===== src/rtl/pci_initiator.sv =====
// PCI bus-master front end: REQ/GNT arbitration, address phase and 1..MAX_BURST data phases.
// Optional DEVSEL master-abort logic is compiled in when PCI_MASTER_ABORT_EN is defined.
module pci_initiator #(
    parameter int unsigned MAX_BURST      = 16,
    parameter int unsigned DEVSEL_TIMEOUT = 5
) (
    input  logic        clk,
    input  logic        RST,
    input  logic        start,
    input  logic [3:0]  cmd,
    input  logic [31:0] addr,
    input  logic [4:0]  len,
    input  logic [31:0] wr_data,
    output logic        wr_ack,
    output logic [31:0] rd_data,
    output logic        rd_valid,
    output logic        busy,
    output logic        done,
    output logic        abort,
    output logic        REQ,
    input  logic        GNT,
    input  logic        FRAME_in,
    input  logic        IRDY_in,
    output logic        FRAME,
    output logic        IRDY,
    input  logic        TRDY,
    input  logic        DEVSEL,
    output logic [31:0] AD_out,
    output logic        AD_oe,
    input  logic [31:0] AD_in,
    output logic [3:0]  CBE
);

    localparam int unsigned LEN_W = 5;
    localparam int unsigned AD_W  = 32;
    localparam int unsigned CBE_W = 4;

    typedef enum logic [2:0] {
        S_IDLE,
        S_REQ_WAIT,
        S_ADDR,
        S_DATA,
        S_TURN,
        S_ABORT
    } state_t;

    state_t state;
    state_t next_state;

    logic [CBE_W-1:0] cmd_q;
    logic [AD_W-1:0]  addr_q;
    logic [LEN_W-1:0] rem;
    logic [LEN_W-1:0] rem_after;
    logic [LEN_W-1:0] len_eff;

    logic is_write;
    logic complete;
    logic last;
    logic timeout;
    logic aborted;

    logic             req_d;
    logic             frame_d;
    logic             irdy_d;
    logic             ad_oe_d;
    logic [AD_W-1:0]  ad_out_d;
    logic [CBE_W-1:0] cbe_d;
    logic [AD_W-1:0]  rd_data_d;
    logic             rd_valid_d;
    logic             busy_d;
    logic             done_d;
    logic             abort_d;

    assign is_write = cmd_q[0];
    assign complete = (state == S_DATA) && !IRDY && !TRDY;
    assign last     = (rem == LEN_W'(1));

    // Zero-length requests become one phase; oversize requests are clipped.
    always_comb begin
        len_eff = len;
        if (len == '0) begin
            len_eff = LEN_W'(1);
        end else if (32'(len) > MAX_BURST) begin
            len_eff = LEN_W'(MAX_BURST);
        end
    end

    // Transaction parameters and remaining-phase counter.
    always_ff @(posedge clk) begin
        if (!RST) begin
            cmd_q  <= '0;
            addr_q <= '0;
            rem    <= '0;
        end else if (state == S_IDLE && start) begin
            cmd_q  <= cmd;
            addr_q <= addr;
            rem    <= len_eff;
        end else if (complete) begin
            rem <= rem - LEN_W'(1);
        end
    end

`ifdef PCI_MASTER_ABORT_EN
    localparam int unsigned CNT_W = $clog2(DEVSEL_TIMEOUT + 1);

    logic [CNT_W-1:0] dev_cnt;
    logic             dev_seen;

    // Cycles since the address phase began; saturates at the timeout value.
    always_ff @(posedge clk) begin
        if (!RST) begin
            dev_cnt  <= '0;
            dev_seen <= 1'b0;
            aborted  <= 1'b0;
        end else begin
            if (state == S_REQ_WAIT) begin
                dev_cnt  <= '0;
                dev_seen <= 1'b0;
            end else if (state == S_ADDR || state == S_DATA) begin
                if (!DEVSEL) begin
                    dev_seen <= 1'b1;
                end
                if (dev_cnt != CNT_W'(DEVSEL_TIMEOUT)) begin
                    dev_cnt <= dev_cnt + CNT_W'(1);
                end
            end
            if (state == S_IDLE && start) begin
                aborted <= 1'b0;
            end else if (state == S_DATA && next_state == S_ABORT) begin
                aborted <= 1'b1;
            end
        end
    end

    assign timeout = (state == S_DATA) && !dev_seen && DEVSEL &&
                     (dev_cnt >= CNT_W'(DEVSEL_TIMEOUT - 1));
`else
    logic unused_devsel;

    assign unused_devsel = DEVSEL;
    assign timeout       = 1'b0;
    assign aborted       = 1'b0;
`endif

    // State register.
    always_ff @(posedge clk) begin
        if (!RST) begin
            state <= S_IDLE;
        end else begin
            state <= next_state;
        end
    end

    // Next-state logic.
    always_comb begin
        next_state = state;
        case (state)
            S_IDLE: begin
                if (start) begin
                    next_state = S_REQ_WAIT;
                end
            end
            S_REQ_WAIT: begin
                if (!GNT && FRAME_in && IRDY_in) begin
                    next_state = S_ADDR;
                end
            end
            S_ADDR: next_state = S_DATA;
            S_DATA: begin
                if (complete && last) begin
                    next_state = S_TURN;
                end else if (timeout) begin
                    next_state = S_ABORT;
                end
            end
            S_ABORT: next_state = S_TURN;
            S_TURN:  next_state = S_IDLE;
            default: next_state = S_IDLE;
        endcase
    end

    // Output logic: next values for the bus registers, plus the write-accept strobe.
    always_comb begin
        req_d      = 1'b1;
        frame_d    = 1'b1;
        irdy_d     = 1'b1;
        ad_oe_d    = 1'b0;
        ad_out_d   = AD_out;
        cbe_d      = '1;
        rd_data_d  = rd_data;
        rd_valid_d = 1'b0;
        busy_d     = 1'b1;
        done_d     = 1'b0;
        abort_d    = 1'b0;
        wr_ack     = 1'b0;
        rem_after  = complete ? (rem - LEN_W'(1)) : rem;

        case (next_state)
            S_IDLE: begin
                busy_d = 1'b0;
                if (state == S_TURN) begin
                    done_d  = !aborted;
                    abort_d = aborted;
                end
            end
            S_REQ_WAIT: req_d = 1'b0;
            S_ADDR: begin
                frame_d  = 1'b0;
                ad_oe_d  = 1'b1;
                ad_out_d = addr_q;
                cbe_d    = cmd_q;
            end
            S_DATA: begin
                frame_d = (rem_after == LEN_W'(1));
                irdy_d  = 1'b0;
                cbe_d   = '0;
                ad_oe_d = is_write;
            end
            S_ABORT: begin
                irdy_d  = 1'b0;
                cbe_d   = '0;
                ad_oe_d = is_write;
            end
            default: ;
        endcase

        // Word 0 is preloaded during the address phase; later words on each non-final completion.
        if (is_write && (state == S_ADDR || (complete && !last))) begin
            wr_ack   = 1'b1;
            ad_out_d = wr_data;
        end

        if (complete && !is_write) begin
            rd_data_d  = AD_in;
            rd_valid_d = 1'b1;
        end
    end

    // Bus-facing output registers.
    always_ff @(posedge clk) begin
        if (!RST) begin
            REQ      <= 1'b1;
            FRAME    <= 1'b1;
            IRDY     <= 1'b1;
            AD_oe    <= 1'b0;
            AD_out   <= '0;
            CBE      <= '1;
            rd_data  <= '0;
            rd_valid <= 1'b0;
            busy     <= 1'b0;
            done     <= 1'b0;
            abort    <= 1'b0;
        end else begin
            REQ      <= req_d;
            FRAME    <= frame_d;
            IRDY     <= irdy_d;
            AD_oe    <= ad_oe_d;
            AD_out   <= ad_out_d;
            CBE      <= cbe_d;
            rd_data  <= rd_data_d;
            rd_valid <= rd_valid_d;
            busy     <= busy_d;
            done     <= done_d;
            abort    <= abort_d;
        end
    end

endmodule


===== config.mk =====
export PLATFORM = sky130hd
export DESIGN_NAME = pci_initiator
export DESIGN_NICKNAME = d
export VERILOG_FILES = /design/src/rtl/pci_initiator.sv
export SDC_FILE = /design/constraint.sdc
export NUM_CORES = 1
export LEC_CHECK = 0
export ABC_AREA = 1
export CAP_MARGIN = 0
export CORE_MARGIN = 1
export CORE_UTILIZATION = 39
export DETAILED_ROUTE_END_ITERATION = 12
export PLACE_DENSITY = 0.76
export REMOVE_ABC_BUFFERS = 1
export SLEW_MARGIN = 10
export SYNTH_ARGS = -nofsm -noshare
export SYNTH_HDL_FRONTEND = slang
export SYNTH_SLANG_ARGS = --single-unit
export TNS_END_PERCENT = 30

===== constraint.sdc =====
create_clock -name clk -period 1.35 [get_ports clk]
set_clock_uncertainty 0.05 [all_clocks]
set_input_delay 0.27 -clock clk [delete_from_list [all_inputs] [get_ports clk]]
set_output_delay 0.27 -clock clk [all_outputs]
set_load 0.01 [all_outputs]

==> results of run 1 <==
[critical path, cell delays in order, from the launching register on]
cell     delay [ns]
dfxtp_2        0.33
inv_4          0.07
nand3_4        0.08
nor2_4         0.14
nand2_4        0.07
a21oi_4        0.15
buf_6          0.14
[area by class of cell]
class / count / area [um2]
flip-flops and latches: 119 / 2390
fillers: 1007 / 3884
repair buffers: 253 / 2545
clock buffers: 27 / 493.0
well taps: 168 / 210.2
multi-input cells: 461 / 2341
inverters: 46 / 178.9
clock inverters: 4 / 20.02
[layout by cell type (no fill, tap or decap), types with 3 or more instances in the layout]
master           synthesis  final
buf_12                   0     11
clkbuf_1                22      7
clkbuf_2                 0     22
inv_1                   41     37
dfxtp_2                  0      3
clkbuf_8                 0      3
o21ai_1                  0      3
dfxtp_1                119    115
inv_2                    3      6
buf_6                    0      6
nor2_4                   1      8
clkbuf_16                0     18
dlygate4sd2_1            0     10
nand3_1                130    126
nand2_1                146    138
clkdlybuf4s15_2          0      4
buf_4                    9     42
o21ai_0                 41     33
nor2_2                   2     26
nand2_2                  1      7
clkdlybuf4s15_1          0     38
buf_16                   0      6
a21oi_2                  0      7
clkdlybuf4s50_1          0    109
nand3_4                  0      4
o21ai_2                  0      5
nor2_1                  85     54
a21oi_1                 40     33
clkinv_2                 0      4
[where the power goes]
part | internal [uW] | leakage, uW | switching [uW]
Sequential | 3670 | 0.000971 | 91.3
Clock | 2460 | 0.000255 | 1470
Combinational | 613 | 0.00237 | 518
Total | 6740 | 0.00359 | 2080
[per-layer routing]
| layer | GRT usage, % | vias up | wire length, um |
|---|---|---|---|
| li1 | - | 2633 | - |
| met1 | 29.78 | 2398 | 6708 |
| met2 | 39.80 | 162 | 7791 |
| met3 | 6.057 | 34 | 734 |
| met4 | 13.07 | 0 | 519 |
| met5 | 0 | - | 0 |
[registers in the layout (all words and copies together) (netlist names), 3 cells and up]
| register | flops |
|---|---|
| AD_out | 32 |
| addr_q | 32 |
| rd_data | 32 |
| rem | 5 |
| CBE | 4 |
| cmd_q | 4 |
| state | 3 |
[kinds of logic (layout without fill, tap and decap cells)]
kind of cell | after synthesis | in the layout | synth area share [%]
DFF | 119 | 119 | 49.15
adders and majority gates | 2 | 2 | 0.5162
other | 1 | 1 | 0.07737
buffers and inverters | 91 | 330 | 7.950
xor gates and xnor gates | 1 | 1 | 0.1807
and+or+nand+nor | 374 | 374 | 33.27
AOI/OAI and AO/OA | 83 | 83 | 8.854
[what timing repair did]
item,CTS,global route
endpoints found under the setup margin,194,172
buffers inserted,10,4
pin swaps,8,15
cloned,6,1
resized for setup,153,131
[through the flow]
stage / worst slack, ns / total power, uW / util (%)
after detailed placement: -0.8032 / 4804 / 59.32
after floorplan: -0.9965 / 4154 / -
after global routing: -0.4121 / 9194 / 67.80
after global placement: -0.7933 / 4788 / 59.32
final: -0.3383 / 8817 / 67.80
after CTS: -0.3469 / 8744 / 66.18
[worst max path at each step]
stage,cells after the start,startpoint,end
3_3_place_gp,7,TRDY,wr_ack
2_1_floorplan,5,state[1]$_SDFF_PN0_,addr_q[0]$_SDFFE_PN0P_
6_report,6,state[2]$_SDFF_PN0_,wr_ack
3_5_place_dp,7,TRDY,wr_ack
4_1_cts,6,rem[1]$_SDFF_PN0_,wr_ack
5_1_grt,6,state[2]$_SDFF_PN0_,wr_ack
==> flow_metrics.tcl, run 1 <==
set metrics [dict create \
    drv_slew 0 \
    clk_pin_slew_ns 0.05 \
    start_util_pct 40.19 \
    hold_path.class "input port to flip-flop" \
    tns_ns -19.45 \
    hold_path_depth 3 \
    synth-main-ff-cell "dfxtp_1" \
    finalInstanceArea_um2 8178 \
    n_antenna_cell 0 \
    ys_types 28 \
    start_kind "flip-flop" \
    io_buffers 187 \
    rr_startpoint "state[2]$_SDFF_PN0_" \
    cts_hold_buffers 0 \
    overflow 0 \
    fin_crit_sh_pct 125.1 \
    setup_viol 117 \
    holdPathEnd "IRDY$_SDFF_PN1_" \
    place_congestion 0.8226 \
    cts_tree "built" \
    drt_wl_total_um 15750 \
    finalNonFillerCells 1078 \
    ant_nets 0 \
    maxCapViolCount 0 \
    grt_usage_pct 24.44 \
    holdCritStartpoint "RST" \
    powerDensity_nw_per_um2 1078 \
    grt_antenna_before_repair 0 \
    grt_max_degree 38 \
    r2r_slack_ns -0.27 \
    status "finished, violations left" \
    syn_area_um2 4847 \
    dp_hpwl_um 9577 \
    drtPass1Iterations 5 \
    syn_avg_cell_area_um2 7.224 \
    synth_edf_count 0 \
    synth.most_common_cell "nand2_1" \
    fp.dieH_um 113.5 \
    synth_seq_area_share_pct 49.15 \
    ys_async_sr_fraction_pct 0 \
    cts_sinks 119 \
    synthTopCellsByCount "nand2_1, nand3_1, dfxtp_1" \
    io_pins 190 \
    vias_per_cell 4.849 \
    syn-instance-count 671 \
    final-hold-violation-count 0 \
    rsz0062_at_grt "true" \
    insertion_delay_ns 0.41 \
    drt-initial-drc-count 344 \
    worstPathRequired_ns 1.03 \
    h-tree-depth 4 \
    ff2ff_path_depth 10 \
    yosysTopAreaCellShare_pct 49.15 \
    grt_pass1_wl_um 24430 \
    cts_buffer_depth 2 \
    max_freq_ghz 0.5923 \
    r2r_end "AD_out[27]$_SDFFE_PN0P_" \
    row_count 40 \
    min_period_ns 1.688 \
    placedCellCount 1026 \
    core_area_um2 12060 \
    critPathArrivalTime_ns 1.37 \
    vias 5227 \
    hold_ws_ns 0.2337 \
    yosys-top-cells-area "dfxtp_1, nand3_1, nand2_1" \
    drc 0 \
    critPathMaxFanout 3 \
    ir_drop_mv 1.015 \
    area.growth.synth_to_final_pct 68.71 \
    violations "setup timing" \
    finalWorstSetupSlack_ns -0.3383 \
    yosysTopAreaCell "dfxtp_1" \
    die_w_um 113.5 \
    ys.warnings.count 0 \
    endpoint_kind "output port" \
    first_global_vias 4914 \
    wl_per_cell_um 14.61 \
    p_leak_uw 0.003595 \
    synth-seq-cells 119 \
    nets 1013 \
    die_area_um2 12880 \
    dpl_cell_area_um2 7154 \
    numCtsBuffers 17 \
    drive_gt1_share_pct 21.43 \
    cts_root_buf "clkbuf_16" \
    worstSetupPathType "flip-flop to output port" \
]
(Power assumes the default switching activity.)
==> inputs of run 2 (changes only) <==
CORE_MARGIN = 10   (was 1)
==> run 2 against run 1 <==
  * The flow still finishes with violations (setup timing)
  * Worst setup slack lost 0.15 ns
  * Count of clock-buffer cells in the layout decreased by 1
  * First-iteration DRC count grew 58%
  * Sequential cell count stayed put
  * Core utilization is 7.8 points higher
  * Combinational power up 9.7%
  * Critical endpoint unchanged
  * Largest cell class is now multi-input gates
==> flow_metrics.tcl, run 2 (same netlist as run 1, synthesis figures left out) <==
set metrics [dict create \
    status "finished, violations left" \
    violations "setup timing" \
    cts_tree "built" \
    critPathMaxFanout 3 \
    most-common-layout-cells "clkdlybuf4s50_1, dfxtp_1, nand2_1" \
    vias 5735 \
    ant_nets 0 \
    core_area_um2 12110 \
    grt_usage_pct 21.74 \
    top_regs "AD_out x32, addr_q x32, rd_data x32" \
    drt-initial-drc-count 545 \
    final_common_cell "clkdlybuf4s50_1" \
    fillers 832 \
    min_period_ns 1.839 \
    multi_input_area_um2 2988 \
    final-hold-violation-count 0 \
    drv_slew 0 \
    drc 0 \
    die_area_um2 17290 \
    start_util_pct 40.02 \
    grt_pass1_wl_um 30080 \
    fin_crit_sh_pct 136.2 \
    clk_pin_slew_ns 0.05 \
    row_count 40 \
    cts_buffer_depth 2 \
    powerDensity_nw_per_um2 1019 \
    max_freq_ghz 0.5438 \
    drtPass1Iterations 5 \
    maxCapViolCount 0 \
    wl_per_cell_um 19.98 \
    rsz0062_at_grt "true" \
    critPathArrivalTime_ns 1.52 \
    drive_gt1_share_pct 38.54 \
    vias_per_cell 5.218 \
    endpoint_kind "output port" \
    dp_slack_ns -0.7682 \
    first_global_vias 5467 \
    p_leak_uw 0.003923 \
    h-tree-depth 4 \
    setup_viol 121 \
    finalWorstSetupSlack_ns -0.4890 \
    dp_hpwl_um 11520 \
    fp.dieH_um 131.5 \
    nets 1034 \
    tns_ns -26.83 \
    worstSetupPathType "flip-flop to output port" \
    cts_hold_buffers 0 \
    insertion_delay_ns 0.42 \
    hold_path.class "input port to flip-flop" \
    grt_antenna_before_repair 2 \
    cts_root_buf "clkbuf_16" \
    io_buffers 187 \
    seq_area_um2 2400 \
    area.growth.synth_to_final_pct 88.80 \
    cts_sinks 119 \
    start_kind "flip-flop" \
    grt_max_degree 56 \
    die_w_um 131.5 \
    drt_wl_total_um 21960 \
    ir_drop_mv 0.6562 \
    io_pins 190 \
    worstPathRequired_ns 1.03 \
    power_uw 9321 \
    place_congestion 0.7900 \
    overflow 0 \
    numCtsBuffers 17 \
]
[run 2: worst paths after layout]
| kind | endpoint | startpoint | cells after the start | slack (ns) |
|---|---|---|---|---|
| hold reg to reg | CBE[1]$_SDFF_PN1_ | cmd_q[1]$_SDFFE_PN0P_ | 2 | 0.40 |
| hold / removal | AD_out[26]$_SDFFE_PN0P_ | RST | 4 | 0.28 |
| setup reg to reg | AD_out[4]$_SDFFE_PN0P_ | state[2]$_SDFF_PN0_ | 12 | -0.46 |
| setup / recovery | wr_ack | state[2]$_SDFF_PN0_ | 6 | -0.49 |
[run 2: routing by layer]
layer  track usage [%]  vias up  share of wire (%)
met2             37.25      292                 50
li1                  -     2690                  -
met5                 0        -                  0
met4             10.75        0                4.1
met3             5.678       70                6.4
met1             24.45     2683                 40
[run 2: layout make-up]
| cell class | instances | share of cell area (%) |
|---|---|---|
| clock inverter | 3 | 0.4375 |
| antenna | 2 | 0.05469 |
| inverter | 46 | 2.024 |
| tap | 168 | 2.297 |
| multi-input combinational | 462 | 32.65 |
| timing repair buffer | 273 | 30.64 |
| clock buffer | 26 | 5.674 |
| sequential | 119 | 26.22 |
[run 2: power by group]
group / switching (uW) / internal (uW) / leakage (uW)
clock: 1530 / 2780 / 0.000278
sequential: 96.7 / 3670 / 0.000974
combinational: 623 / 622 / 0.00267
total: 2250 / 7070 / 0.00392
[run 2: worst max-delay path, cell delays in order (launching register included)]
cell and delay [ns]:
dfxtp_2 0.31, inv_2 0.10, nand3_4 0.09, nor2_4 0.15
nand2_4 0.08, a21oi_4 0.22, buf_6 0.15
[run 2: what timing repair did]
action	CTS	global route
hold endpoints to repair	0	0
cloned	11	11
resized for setup	239	281
buffers inserted	20	10
pin swaps	39	43
endpoints found under the setup margin	192	187
[run 2: through the flow]
stage / util (%) / area (um2) / cells / hold WS (ns)
finish: 75.56 / 9151 / 1099 / 0.2847
CTS: 70.70 / 8563 / 1088 / 0.2694
detailed placement: 59.30 / 7182 / 1028 / 0.3939
global placement: 59.30 / 7182 / 1028 / 0.3823
global route: 75.56 / 9151 / 1099 / 0.2967
floorplan: - / 4634 / 626 / 0.2962
==> inputs of run 3 (changes only) <==
clock period = 1.6 ns   (was 1.35 ns; I/O delays follow)
==> run 3 against run 2 <==
  * The run still ends with setup timing left
  * Total power shrank 22%
  * Sequential power is 16% lower
  * Register-to-register slack improved by 0.40 ns
  * Routed wire length decreased by 27%
  * Critical endpoint unchanged
==> flow_metrics.tcl, run 3 (same netlist as run 1, synthesis figures left out) <==
set metrics [dict create \
    finalNonFillerCells 1061 \
    critPathMaxStageDelay_ns 0.40 \
    fp.dieH_um 131.5 \
    worstSetupPathType "input port to output port" \
    setup_viol 67 \
    drive_gt1_share_pct 11.31 \
    clk_pin_slew_ns 0.05 \
    core_area_um2 12110 \
    grt_antenna_before_repair 0 \
    max_freq_ghz 0.5671 \
    finalInstanceArea_um2 7681 \
    h-tree-depth 4 \
    p_leak_uw 0.003625 \
    io_buffers 187 \
    top_regs "AD_out x32, addr_q x32, rd_data x32" \
    tns_ns -2.688 \
    dp_hpwl_um 11610 \
    final_common_cell "nand2_1" \
    start_kind "input port" \
    numCtsBuffers 17 \
    crit_slowest_cell "clkdlybuf4s50_1" \
    hold_path.class "input port to flip-flop" \
    drt-initial-drc-count 298 \
    drtPass1Iterations 6 \
    cts_root_buf "clkbuf_16" \
    fillers 1138 \
    grt_pass1_wl_um 25260 \
    wl_per_cell_um 15.20 \
    most-common-layout-cells "nand2_1, nand3_1, dfxtp_1" \
    row_count 40 \
    grt_max_degree 56 \
    finalWorstSetupSlack_ns -0.1634 \
    drt_wl_total_um 16130 \
    drv_slew 0 \
    min_period_ns 1.763 \
    hold_ws_ns 0.3325 \
    insertion_delay_ns 0.41 \
    critPathMaxFanout 2 \
    dpl_cell_area_um2 7179 \
    endpoint_kind "output port" \
    status "finished, violations left" \
    nets 999 \
    cts_sinks 119 \
    die_area_um2 17290 \
    grt_usage_pct 18.05 \
    cts_buffer_depth 2 \
    final-hold-violation-count 0 \
    vias_per_cell 4.758 \
    io_pins 190 \
    overflow 0 \
    violations "setup timing" \
    start_util_pct 40.02 \
    powerDensity_nw_per_um2 950.0 \
    die_w_um 131.5 \
    placedCellCount 1031 \
    n_antenna_cell 0 \
    area.growth.synth_to_final_pct 58.47 \
    critPathArrivalTime_ns 1.39 \
    first_global_vias 4867 \
    drc 0 \
    place_congestion 0.7725 \
    cts_hold_buffers 0 \
    maxCapViolCount 0 \
    cts_tree "built" \
    worstPathCellList "clkdlybuf4s50_1, inv_1, nand2_2, nor2_4, nand2_4, a21oi_4, buf_6" \
    rsz0062_at_grt "true" \
    vias 5048 \
    worstPathRequired_ns 1.23 \
    ant_nets 0 \
    fin_crit_sh_pct 110.2 \
    ir_drop_mv 0.5567 \
]
## run 3: cell types whose count changed in the layout (fill, tap and decap cells not counted), sizes merged
| cell | before | now |
|---|---|---|
| buf | 87 | 54 |
| bufinv | 1 | 0 |
| clkbuf | 83 | 24 |
| clkdlybuf4s15 | 17 | 0 |
| clkinvlp | 0 | 2 |
| diode | 2 | 0 |
| dlygate4sd2 | 2 | 75 |
| nand2 | 149 | 148 |
## run 3: final timing paths
path	start	endpoint	cells after the start	slack (ns)
worst max-delay path	TRDY	wr_ack	7	-0.16
worst min-delay path	RST	REQ$_SDFF_PN1_	3	0.33
worst max register to register	state[2]$_SDFF_PN0_	rd_data[4]$_SDFFE_PN0P_	8	-0.06
worst min register to register	cmd_q[1]$_SDFFE_PN0P_	CBE[1]$_SDFF_PN1_	2	0.40
## run 3: worst max-delay path: cells and delay by family
family          cells  cell delay [ns]
buf+inv             3             0.61
simple gates        3             0.29
compound gates      1             0.17
## run 3: cell type report
class,count,area [um2],share of cell area [%]
Clock buffer,24,491.7,6.402
Clock inverter,4,22.52,0.2932
Inverter,46,176.4,2.297
Multi-Input combinational cell,461,2142,27.89
Sequential cell,119,2386,31.06
Tap cell,168,210.2,2.737
Timing Repair Buffer,239,2252,29.32
## run 3: stage by stage
stage                     setup WS, ns  total power, uW  utilization [%]
after floorplan                -0.7465             3505                -
after global placement         -0.6231             4030            59.28
after detailed placement       -0.6320             4044            59.28
after CTS                      -0.2110             7361            63.21
after global routing           -0.2281             7596            63.42
final                          -0.1634             7297            63.42
## run 3: power breakdown
| group | total [uW] | internal (uW) | switching, uW |
|---|---|---|---|
| combinational | 835 | 454 | 382 |
| clock | 3300 | 2090 | 1210 |
| sequential | 3160 | 3090 | 63.8 |
## run 3: routing by layer
layer	wire, um	GRT usage [%]	up-vias
li1	-	-	2595
met1	6743	20.47	2271
met2	8267	31.01	160
met3	694	4.497	22
met4	422	8.591	0
met5	0	0	-
## run 3: what timing repair did
action	4_1_cts	5_1_grt
pin swaps	2	1
gates resized for setup	90	8
setup buffers	2	0
endpoints found under the setup margin	144	95
